**config.mk**
```make
export PLATFORM = sky130hd
export DESIGN_NAME = axil_kg_regfile
export DESIGN_NICKNAME = d
export VERILOG_FILES = /design/src/rtl/axil_kg_regfile.sv
export SDC_FILE = /design/constraint.sdc
export NUM_CORES = 1
export LEC_CHECK = 0
export ABC_AREA = 1
export ABC_CLOCK_PERIOD_IN_PS = 3850
export CORE_ASPECT_RATIO = 0.5
export CORE_MARGIN = 1.5
export CORE_UTILIZATION = 47
export CTS_CLUSTER_SIZE = 8
export DETAILED_ROUTE_END_ITERATION = 7
export PLACE_DENSITY = 0.83
export SLEW_MARGIN = 20
export SYNTH_ARGS = -nofsm -noshare
export SYNTH_HDL_FRONTEND = slang
export SYNTH_SLANG_ARGS = --single-unit
```
**constraint.sdc**
```tcl
create_clock -name clk -period 3.85 [get_ports clk]
set_input_delay 0.77 -clock clk [delete_from_list [all_inputs] [get_ports clk]]
set_output_delay 0.77 -clock clk [all_outputs]
set_load 0.01 [all_outputs]
```
**src/rtl/axil_kg_regfile.sv**
```systemverilog
// AXI4-Lite register file holding the four Kugelblitz offload control registers.
// Optional macro AXIL_KG_REGFILE_ID_EN adds a read-only ID register at offset 0x10.
module axil_kg_regfile #(
  parameter int DATA_WIDTH = 32,
  parameter int ADDR_WIDTH = 32,
  parameter int STRB_WIDTH = DATA_WIDTH / 8
) (
  input  logic                  clk,
  input  logic                  rst,
  input  logic [ADDR_WIDTH-1:0] s_axil_awaddr,
  input  logic [2:0]            s_axil_awprot,
  input  logic                  s_axil_awvalid,
  output logic                  s_axil_awready,
  input  logic [DATA_WIDTH-1:0] s_axil_wdata,
  input  logic [STRB_WIDTH-1:0] s_axil_wstrb,
  input  logic                  s_axil_wvalid,
  output logic                  s_axil_wready,
  output logic [1:0]            s_axil_bresp,
  output logic                  s_axil_bvalid,
  input  logic                  s_axil_bready,
  input  logic [ADDR_WIDTH-1:0] s_axil_araddr,
  input  logic [2:0]            s_axil_arprot,
  input  logic                  s_axil_arvalid,
  output logic                  s_axil_arready,
  output logic [DATA_WIDTH-1:0] s_axil_rdata,
  output logic [1:0]            s_axil_rresp,
  output logic                  s_axil_rvalid,
  input  logic                  s_axil_rready,
  output logic [DATA_WIDTH-1:0] kg_address,
  output logic [DATA_WIDTH-1:0] kg_address_valid,
  output logic [DATA_WIDTH-1:0] kg_data,
  output logic [DATA_WIDTH-1:0] kg_data_valid
);

`ifdef AXIL_KG_REGFILE_ID_EN
  localparam logic [DATA_WIDTH-1:0] ID_VALUE = DATA_WIDTH'(32'h4B47_0001);
`endif

  logic [DATA_WIDTH-1:0] regs [4];
  logic                  wr_accept;
  logic                  rd_accept;
  logic [2:0]            wr_idx;
  logic [2:0]            rd_idx;
  logic [DATA_WIDTH-1:0] rd_value;
  logic                  unused_bits;

  // Handshake: a transfer happens on a rising edge where valid and ready are both 1.
  // AW and W are accepted together only, and only while no B response is pending;
  // AR is accepted only while no R response is pending. Responses hold until ready.
  assign wr_accept      = s_axil_awvalid & s_axil_wvalid & ~s_axil_bvalid & ~rst;
  assign s_axil_awready = wr_accept;
  assign s_axil_wready  = wr_accept;
  assign s_axil_arready = ~s_axil_rvalid & ~rst;
  assign rd_accept      = s_axil_arvalid & s_axil_arready;

  assign wr_idx = s_axil_awaddr[4:2];
  assign rd_idx = s_axil_araddr[4:2];

  assign s_axil_bresp = 2'b00;
  assign s_axil_rresp = 2'b00;

  assign kg_address       = regs[0];
  assign kg_address_valid = regs[1];
  assign kg_data          = regs[2];
  assign kg_data_valid    = regs[3];

  assign unused_bits = ^{s_axil_awprot, s_axil_arprot, s_axil_awaddr, s_axil_araddr};

  always_ff @(posedge clk) begin
    if (rst) begin
      for (int r = 0; r < 4; r++) regs[r] <= '0;
    end else if (wr_accept && !wr_idx[2]) begin
      for (int i = 0; i < STRB_WIDTH; i++) begin
        if (s_axil_wstrb[i]) regs[wr_idx[1:0]][8*i +: 8] <= s_axil_wdata[8*i +: 8];
      end
    end
  end

  always_comb begin
    rd_value = '0;
    case (rd_idx)
      3'd0: rd_value = regs[0];
      3'd1: rd_value = regs[1];
      3'd2: rd_value = regs[2];
      3'd3: rd_value = regs[3];
`ifdef AXIL_KG_REGFILE_ID_EN
      3'd4: rd_value = ID_VALUE;
`endif
      default: rd_value = '0;
    endcase
  end

  always_ff @(posedge clk) begin
    if (rst) begin
      s_axil_bvalid <= 1'b0;
    end else if (wr_accept) begin
      s_axil_bvalid <= 1'b1;
    end else if (s_axil_bready) begin
      s_axil_bvalid <= 1'b0;
    end
  end

  // rdata samples the registers before any same-edge write lands.
  always_ff @(posedge clk) begin
    if (rst) begin
      s_axil_rvalid <= 1'b0;
      s_axil_rdata  <= '0;
    end else if (rd_accept) begin
      s_axil_rvalid <= 1'b1;
      s_axil_rdata  <= rd_value;
    end else if (s_axil_rready) begin
      s_axil_rvalid <= 1'b0;
    end
  end

endmodule

```
-- Word-level counts from Yosys, hierarchy flattened
Memory sizes are Yosys's and may differ from the RTL's.
Cells that the tools add are included.
- register bits after elaboration: 34
- memories kept: 1
- input bits: 113
- bits in writable memories: 128
- bitwise logic cells: 8
- multiplexer cells: 26
- equality and inequality tests: 3
- reduce and logical (&&, ||, !) cells: 6
- memories (name ; words ; width ; read ports ; clocked after memory_dff ; write ports ; RTL line ; source):
    regs ; 4 ; 32 ; 4 ; 0 ; 4 ; 39 ; logic [DATA_WIDTH-1:0] regs [4];
- operators with widths (cell ; number):
    32-bit one-hot mux with 4 select lines ; 1
    32-bit 2-to-1 mux ; 1
    32-bit OR reduction ; 1
    1-bit 2-to-1 mux ; 22
    3-bit by 2-bit equality test with 1-bit output (second input constant) ; 2
    1-bit AND ; 5
    4-bit 2-to-1 mux ; 1
    2-bit nonzero test ; 2
    3-bit by 1-bit equality test with 1-bit output (second input constant) ; 1
    3-bit logical NOT ; 1
    1-bit NOT ; 3
    2-bit 2-to-1 mux ; 1
    1-bit logical AND ; 1
    1-bit logical NOT ; 1

-- Depth between registers and ports, before layout
Gate-level depths: netlist (run 1).
- word-level depth: 9
- gate-level depth with buffers: 9
- gate-level depth less buffers: 8

-- Least setup slack after synthesis (run 1)
No wires, ideal clock.
- kind: input to register
- from: input rst
- to: memory regs[0][16] (enable)
- library setup time: 0.329 ns
- slack: 1.456 ns
- data required time: 3.521 ns
- data arrival time: 2.065 ns
- path buffers: 2
- stages: 9
- cells stage by stage: buf_2 clkinv_4 nand2_4 nor2_8 o211ai_1 nand2_2 buf_12 nand4_4 nand2_1
- RTL lines (element ; RTL line ; source):
    start, declared ; 9 ; input logic rst,
    end, declared ; 39 ;

-- Worst setup path in the final report (run 1)
- from: input rst
- to: output s_axil_arready
- word-level cells in the longest chain between the ends: 2
- ends and longest elaborated chain (element ; RTL line ; source):
    1-bit NOT ; 53 ; assign s_axil_arready = ~s_axil_rvalid & ~rst;
    1-bit AND ; 53 ;
    end, declared ; 24 ; output logic s_axil_arready,
Every way passes these cells.

==> key figures, run 1 <==
Routing
  • Routed wl met2: 10.78 mm
  • Iter 0 DRT Violations: 413
  • Vias: 6300
  • First-pass DRT Iterations: 5
  • Avg WL per Cell: 19.46 um
  • Top layer reached by signal wires: met4
  • Routed wire length: 22.09 mm
  • Wl on met1: 8.564 mm
  • WL met3: 2.117 mm
  • DRC errors left: 0
  • Via/cell ratio: 5.551
  • Post-route ant nets: 0

Synth
  • Asr flop ratio synth: 0
  • Mapped Cells: 722
  • Syn Area/Cell: 9.939 sq um
  • Register area share after synthesis: 0.6305
  • Post-synth top cells: edfxtp_1 (128), nand2_1 (120), nor2_1 (89)
  • Mapped Area: 0.007176 sq mm
  • Synth Warn #: 0
  • Synth Register Bits: 162
  • Synth area leaders: edfxtp_1 (54%), dfxtp_1 (9.5%), nand2_1 (6.3%)
  • Post-synth EDFFs: 128
  • Commonest register cell after synthesis: edfxtp_1
  • Largest area contributor in the netlist: edfxtp_1
  • Synth unique cells: 24
  • Share of the synthesized area in the top cell type: 0.5357
  • Most common cell in the netlist: edfxtp_1

Worst setup path
  • CP Max Fanout: 33
  • Crit path required time: 3.08 ns
  • Crit path launch type: input port
  • Kind of critical path: in2out
  • R2R depth: 8
  • Worst EP arrival: 2.34 ns
  • Nature of the critical path endpoint: primary output

STA
  • RSZ-0062 raised after global routing: no
  • Tcrit/Tclk final: 0.8071
  • Setup Skew: 0.01078 ns
  • Final setup fails: 0
  • Hold slack: 0.4660 ns
  • Min Tclk post-route: 3.107 ns
  • Setup tns final: 0 ns
  • Worst slew pin tran: 1.066 ns
  • Slew Limit Fails: 0
  • Final Hold Fails: 0
  • Max_slew headroom: 0.2883
  • Peak Freq: 321.8 MHz

Final layout
  • Synthesis-to-finish area growth: 39.32%
  • NumNets Final: 1037
  • N_diodes: 0
  • Core Util, Final: 0.6801
  • Post-route cell area: 0.009997 sq mm
  • Layout cell share with drive strength beyond 1: 0.07471
  • FF+latch area: 0.004524 sq mm
  • Area occupied by multi-input gates: 0.002151 sq mm
  • Filler instances: 1059

Floorplanning
  • Die Width: 177.7 um
  • Core box area: 0.01470 sq mm
  • Effective utilization at floorplan: 0.4881
  • Die height: 90.37 um
  • Total die area: 0.01606 sq mm
  • Std-Cell Rows: 31
  • I/O Pins: 282

Power and ir drop
  • Lkg Pwr: 3.844 nW
  • Tot Pwr: 4.004 mW
  • Pint: 2.988 mW
  • VDD IR max: 0.2162 mV
  • Switching power: 1.016 mW
  • Clock share of power: 0.394
  • Sw Ratio: 0.2538
  • Pwr dens: 400.5 mW/mm^2
  • Combinational Power Share: 0.108
  • Sequential Power Share: 0.498

Worst hold path
  • HP Class: reg2reg
  • Hold path depth: 2

Outcome
  • Status: finished, final reports clean

Global route
  • Initial antenna violation count: 0
  • First-pass GRT wire length: 33.61 mm
  • Vias in the first global route: 6160
  • Grt ovf: 0
  • Largest net degree at the start of global routing: 65
  • Gr usage total: 0.2782

Clock tree
  • Post-CTS sizing: 0
  • Post-CTS Hold Buffers: 0
  • CTS tree: yes
  • Clock sink count: 162
  • H-tree depth: 4
  • Root Buffer: clkbuf_16
  • Setup Fix Bufs, Post-CTS: 0
  • Clock-pin slew on the worst setup and hold paths: 0.06 ns
  • Total CTS buffers: 17
  • Worst-Skew Late Latency: 0.43 ns
  • Clock tree buffer depth: 2

Place
  • I/O Buffers: 213
  • Final Wtd Congestion: 0.9010
  • Detailed placement HPWL: 15.30 mm
  • Post-DP Area: 0.009453 sq mm

Flow run
  • MaxCap Viol Count: 0
-- critical path: stages --
cell	delay, ns
clkdlybuf4s50_1	0.55
buf_4	0.40
nor2_1	0.10
clkdlybuf4s50_1	0.50
-- metrics by stage --
stage | cells | setup WS, ns
after floorplan | 725 | 1.456
after CTS | 1135 | 0.7490
final | 1135 | 0.7428
after global routing | 1135 | 0.6804
after global placement | 1103 | 0.6125
after detailed placement | 1103 | 0.5425
-- worst paths after layout --
check                                             startpoint                           end  slack (ns)
worst max register to register    s_axil_bvalid$_SDFFE_PP0P_      regs[0][1]$_SDFFCE_PN0P_        1.58
worst min register to register  s_axil_rdata[8]$_SDFFE_PP0P_  s_axil_rdata[8]$_SDFFE_PP0P_        0.47
worst max-delay path                                     rst                s_axil_arready        0.74
worst min-delay path            s_axil_rdata[8]$_SDFFE_PP0P_  s_axil_rdata[8]$_SDFFE_PP0P_        0.47
-- registers in the layout (all words and copies together), names as in the netlist --
signal / cells
s_axil_rdata: 32
s_axil_bvalid: 1
regs: 128
s_axil_rvalid: 1
-- power by group through the flow --
| stage | logic (mW) | clock network [mW] | registers (mW) |
|---|---|---|---|
| after floorplan | 0.155 | 0 | 2.05 |
| after global placement | 0.417 | 0 | 2.03 |
| after detailed placement | 0.427 | 0 | 2.03 |
| after CTS | 0.429 | 1.58 | 1.99 |
| after global routing | 0.458 | 1.65 | 2.00 |
| final | 0.432 | 1.58 | 1.99 |
-- cells in the final DEF, fill, tap and decap left out, types with 2 or more instances in the layout --
cell             instances
clkinvlp_4               5
inv_1                   73
nor2_2                   8
a21oi_1                 32
dfxtp_1                 34
buf_4                   15
clkinv_4                 3
nand4_4                  8
inv_2                    2
nor2_1                  89
nand4_1                 36
edfxtp_1               128
conb_1                   4
o211ai_1                 2
inv_6                    4
clkdlybuf4s50_1        212
clkbuf_16               17
o21ai_0                 66
nand2_1                120
nand3_1                 69
-- final cells by class --
class	count	share of cell area
Multi-Input combinational cell	439	0.2151
Clock inverter	13	0.01014
Timing Repair Buffer	228	0.2240
Tap cell	198	0.02478
Clock buffer	19	0.04431
Sequential cell	162	0.4526
Inverter	76	0.02904
-- kinds of logic after synthesis --
logic type / synth area share
DFF: 0.6305
buffers and inverters: 0.07201
AOI/OAI and AO/OA: 0.07132
and+or+nand+nor: 0.2256
other: 0.0005226
-- per-layer routing --
layer / track usage / up-vias
met4: 0.1204 / 0
met1: 0.3479 / 3015
met3: 0.06566 / 48
met5: 0 / -
met2: 0.4626 / 371
li1: - / 2866
Note: power is estimated with default switching activity, not from simulation.
==> run 2: changes to the inputs <==
- ABC_CLOCK_PERIOD_IN_PS: 3850 -> 2500
- CORE_UTILIZATION: 47 -> 40
- PLACE_DENSITY: 0.83 -> 0.74
- clock period: 3.85 -> 2.5 ns (I/O delays scaled with it)
==> key figures, run 2 (synthesized netlist as in run 1, its figures left out) <==
Worst setup path
  • Crit path launch type: input port
  • Kind of critical path: in2out
  • CP Max Fanout: 2 (-94%)
  • Worst reg-to-reg setup slack: 0.65 ns (-0.93 ns)
  • Reg2Reg Launch Point: s_axil_bvalid$_SDFFE_PP0P_
  • Crit path required time: 2.00 ns (-1.08 ns)
  • Worst EP arrival: 1.86 ns (-0.48 ns)
  • Capture point of the worst reg-to-reg path: regs[0][29]$_SDFFCE_PN0P_
  • Nature of the critical path endpoint: primary output
  • R2R depth: 9 (+1)

Routing
  • Vias: 6357 (+0.90%)
  • Avg WL per Cell: 18.73 um (-3.8%)
  • Via/cell ratio: 5.224 (-5.9%)
  • Routed wire length: 22.79 mm (+3.2%)
  • Iter 0 DRT Violations: 647 (+57%)
  • First-pass DRT Iterations: 5 (unchanged)
  • DRC errors left: 0 (unchanged)
  • Post-route ant nets: 0 (unchanged)

Clock tree
  • Post-CTS Hold Buffers: 0 (unchanged)
  • Clock-pin slew on the worst setup and hold paths: 0.07 ns (about the same)
  • H-tree depth: 4 (unchanged)
  • Clock tree buffer depth: 2 (unchanged)
  • Root Buffer: clkbuf_16
  • Worst-Skew Late Latency: 0.42 ns (about the same)
  • Clock sink count: 162 (unchanged)
  • CTS tree: yes
  • Setup Fix Bufs, Post-CTS: 0 (unchanged)
  • Total CTS buffers: 17 (unchanged)

Place
  • Detailed placement HPWL: 16.67 mm (+8.9%)
  • Post-Place Cells: 1184 (+7.3%)
  • I/O Buffers: 213 (unchanged)
  • Post-DP Area: 0.01001 sq mm (+5.9%)
  • Final Wtd Congestion: 0.8783 (-2.5%)

Final layout
  • Reg with most FFs: regs
  • Non-Filler Instances: 1217 (+7.2%)
  • Most common cell after layout, fill and taps aside: clkdlybuf4s50_1
  • Area occupied by multi-input gates: 0.002151 sq mm (unchanged)
  • Most frequent cells in the layout: clkdlybuf4s50_1 (211), edfxtp_1 (128), nand2_1 (120), nor2_1 (89), inv_1 (73)
  • Largest regs: regs: 128 flops, s_axil_rdata: 32 flops
  • Post-route cell area: 0.01059 sq mm (+5.9%)
  • Core Util, Final: 0.6057 (-0.07436)
  • FF+latch area: 0.004524 sq mm (unchanged)
  • N_diodes: 0 (unchanged)
  • Number of flip-flops in the largest register: 128 (unchanged)
  • Synthesis-to-finish area growth: 47.59%
  • Filler instances: 1388 (+31%)
  • NumNets Final: 1083 (+4.4%)
  • Layout cell share with drive strength beyond 1: 0.1180 (+0.04330)

Worst hold path
  • WHS Endpoint: s_axil_rdata[8]$_SDFFE_PP0P_
  • Hold path start: s_axil_rdata[8]$_SDFFE_PP0P_
  • Hold path depth: 2 (unchanged)
  • HP Class: reg2reg

Floorplanning
  • Die Width: 192.4 um (+8.3%)
  • Total die area: 0.01880 sq mm (+17%)
  • Effective utilization at floorplan: 0.4104 (-0.07772)
  • Std-Cell Rows: 34 (+9.7%)
  • Die height: 97.71 um (+8.1%)
  • Core box area: 0.01748 sq mm (+19%)
  • I/O Pins: 282 (unchanged)

STA
  • Worst slew pin tran: 0.7465 ns (-0.3198 ns)
  • Peak Freq: 423.0 MHz
  • Min Tclk post-route: 2.364 ns
  • Final Hold Fails: 0 (unchanged)
  • Setup Skew: 0.01215 ns (+0.001363 ns)
  • Final setup fails: 0 (unchanged)
  • RSZ-0062 raised after global routing: no
  • Max_slew headroom: 0.5023 (+0.2140)
  • Tcrit/Tclk final: 0.9456
  • Slew Limit Fails: 0 (unchanged)

Flow run
  • MaxCap Viol Count: 0 (unchanged)

Outcome
  • Status: finished, final reports clean

Global route
  • First-pass GRT wire length: 34.47 mm (+2.6%)
  • Gr usage total: 0.2444 (-0.03378)
  • Largest net degree at the start of global routing: 65 (unchanged)
  • Grt ovf: 0 (unchanged)
  • Initial antenna violation count: 0 (unchanged)
  • Vias in the first global route: 6120 (-0.65%)

Power and ir drop
  • Pwr dens: 591.9 mW/mm^2 (+48%)
  • Lkg Pwr: 4.156 nW (+8.1%)
  • Tot Pwr: 6.269 mW (+57%)
  • VDD IR max: 0.4295 mV (+99%)
-- run 2: critical path: stages --
cell and delay (ns):
clkdlybuf4s50_1 0.46, buf_4 0.17, nor2_1 0.14, clkdlybuf4s50_1 0.58
-- run 2: worst max-delay path by stage --
stage / from / endpoint / slack, ns / depth (start not counted)
finish: rst / s_axil_arready / 0.14 / 4
global route: rst / s_axil_arready / 0.06 / 4
CTS: s_axil_awvalid / s_axil_awready / 0.01 / 5
detailed placement: s_axil_araddr[3] / s_axil_rdata[20]$_SDFFE_PP0P_ / -0.21 / 7
global placement: s_axil_araddr[3] / s_axil_rdata[5]$_SDFFE_PP0P_ / -0.13 / 7
floorplan: rst / regs[0][16]$_SDFFCE_PN0P_ / 0.38 / 9
-- run 2: area by class of cell --
type                            count  share of cell area
Sequential cell                   162              0.4272
Timing Repair Buffer              274              0.2628
Multi-Input combinational cell    439              0.2031
Clock buffer                       18             0.04052
Tap cell                          234             0.02765
Inverter                           76             0.02741
Clock inverter                     14             0.01134
-- run 2: per-layer routing --
metal,vias up,routed length (um),GRT usage
met5,-,0,0
met4,0,490,0.08169
met3,41,2063,0.04875
met2,324,11040,0.3960
met1,3026,9195,0.3294
li1,2966,-,-
-- run 2: power breakdown --
group | leakage [nW] | internal, mW | switching [mW]
logic | 2.29 | 0.365 | 0.396
registers | 1.61 | 3.01 | 0.0690
clock network | 0.262 | 1.30 | 1.13
-- run 2: what timing repair did --
action	4_1_cts	5_1_grt
gates resized for setup	0	1
hold endpoints to repair	0	0
endpoints found under the setup margin	0	1
-- run 2: through the flow --
stage	setup WS (ns)	hold slack (ns)	TNS, ns
3_3_place_gp	-0.1281	0.4532	-1.188
4_1_cts	0.01316	0.4663	0
3_5_place_dp	-0.2146	0.4556	-6.628
6_report	0.1359	0.4629	0
5_1_grt	0.06171	0.4795	0
2_1_floorplan	0.3763	0.4900	0
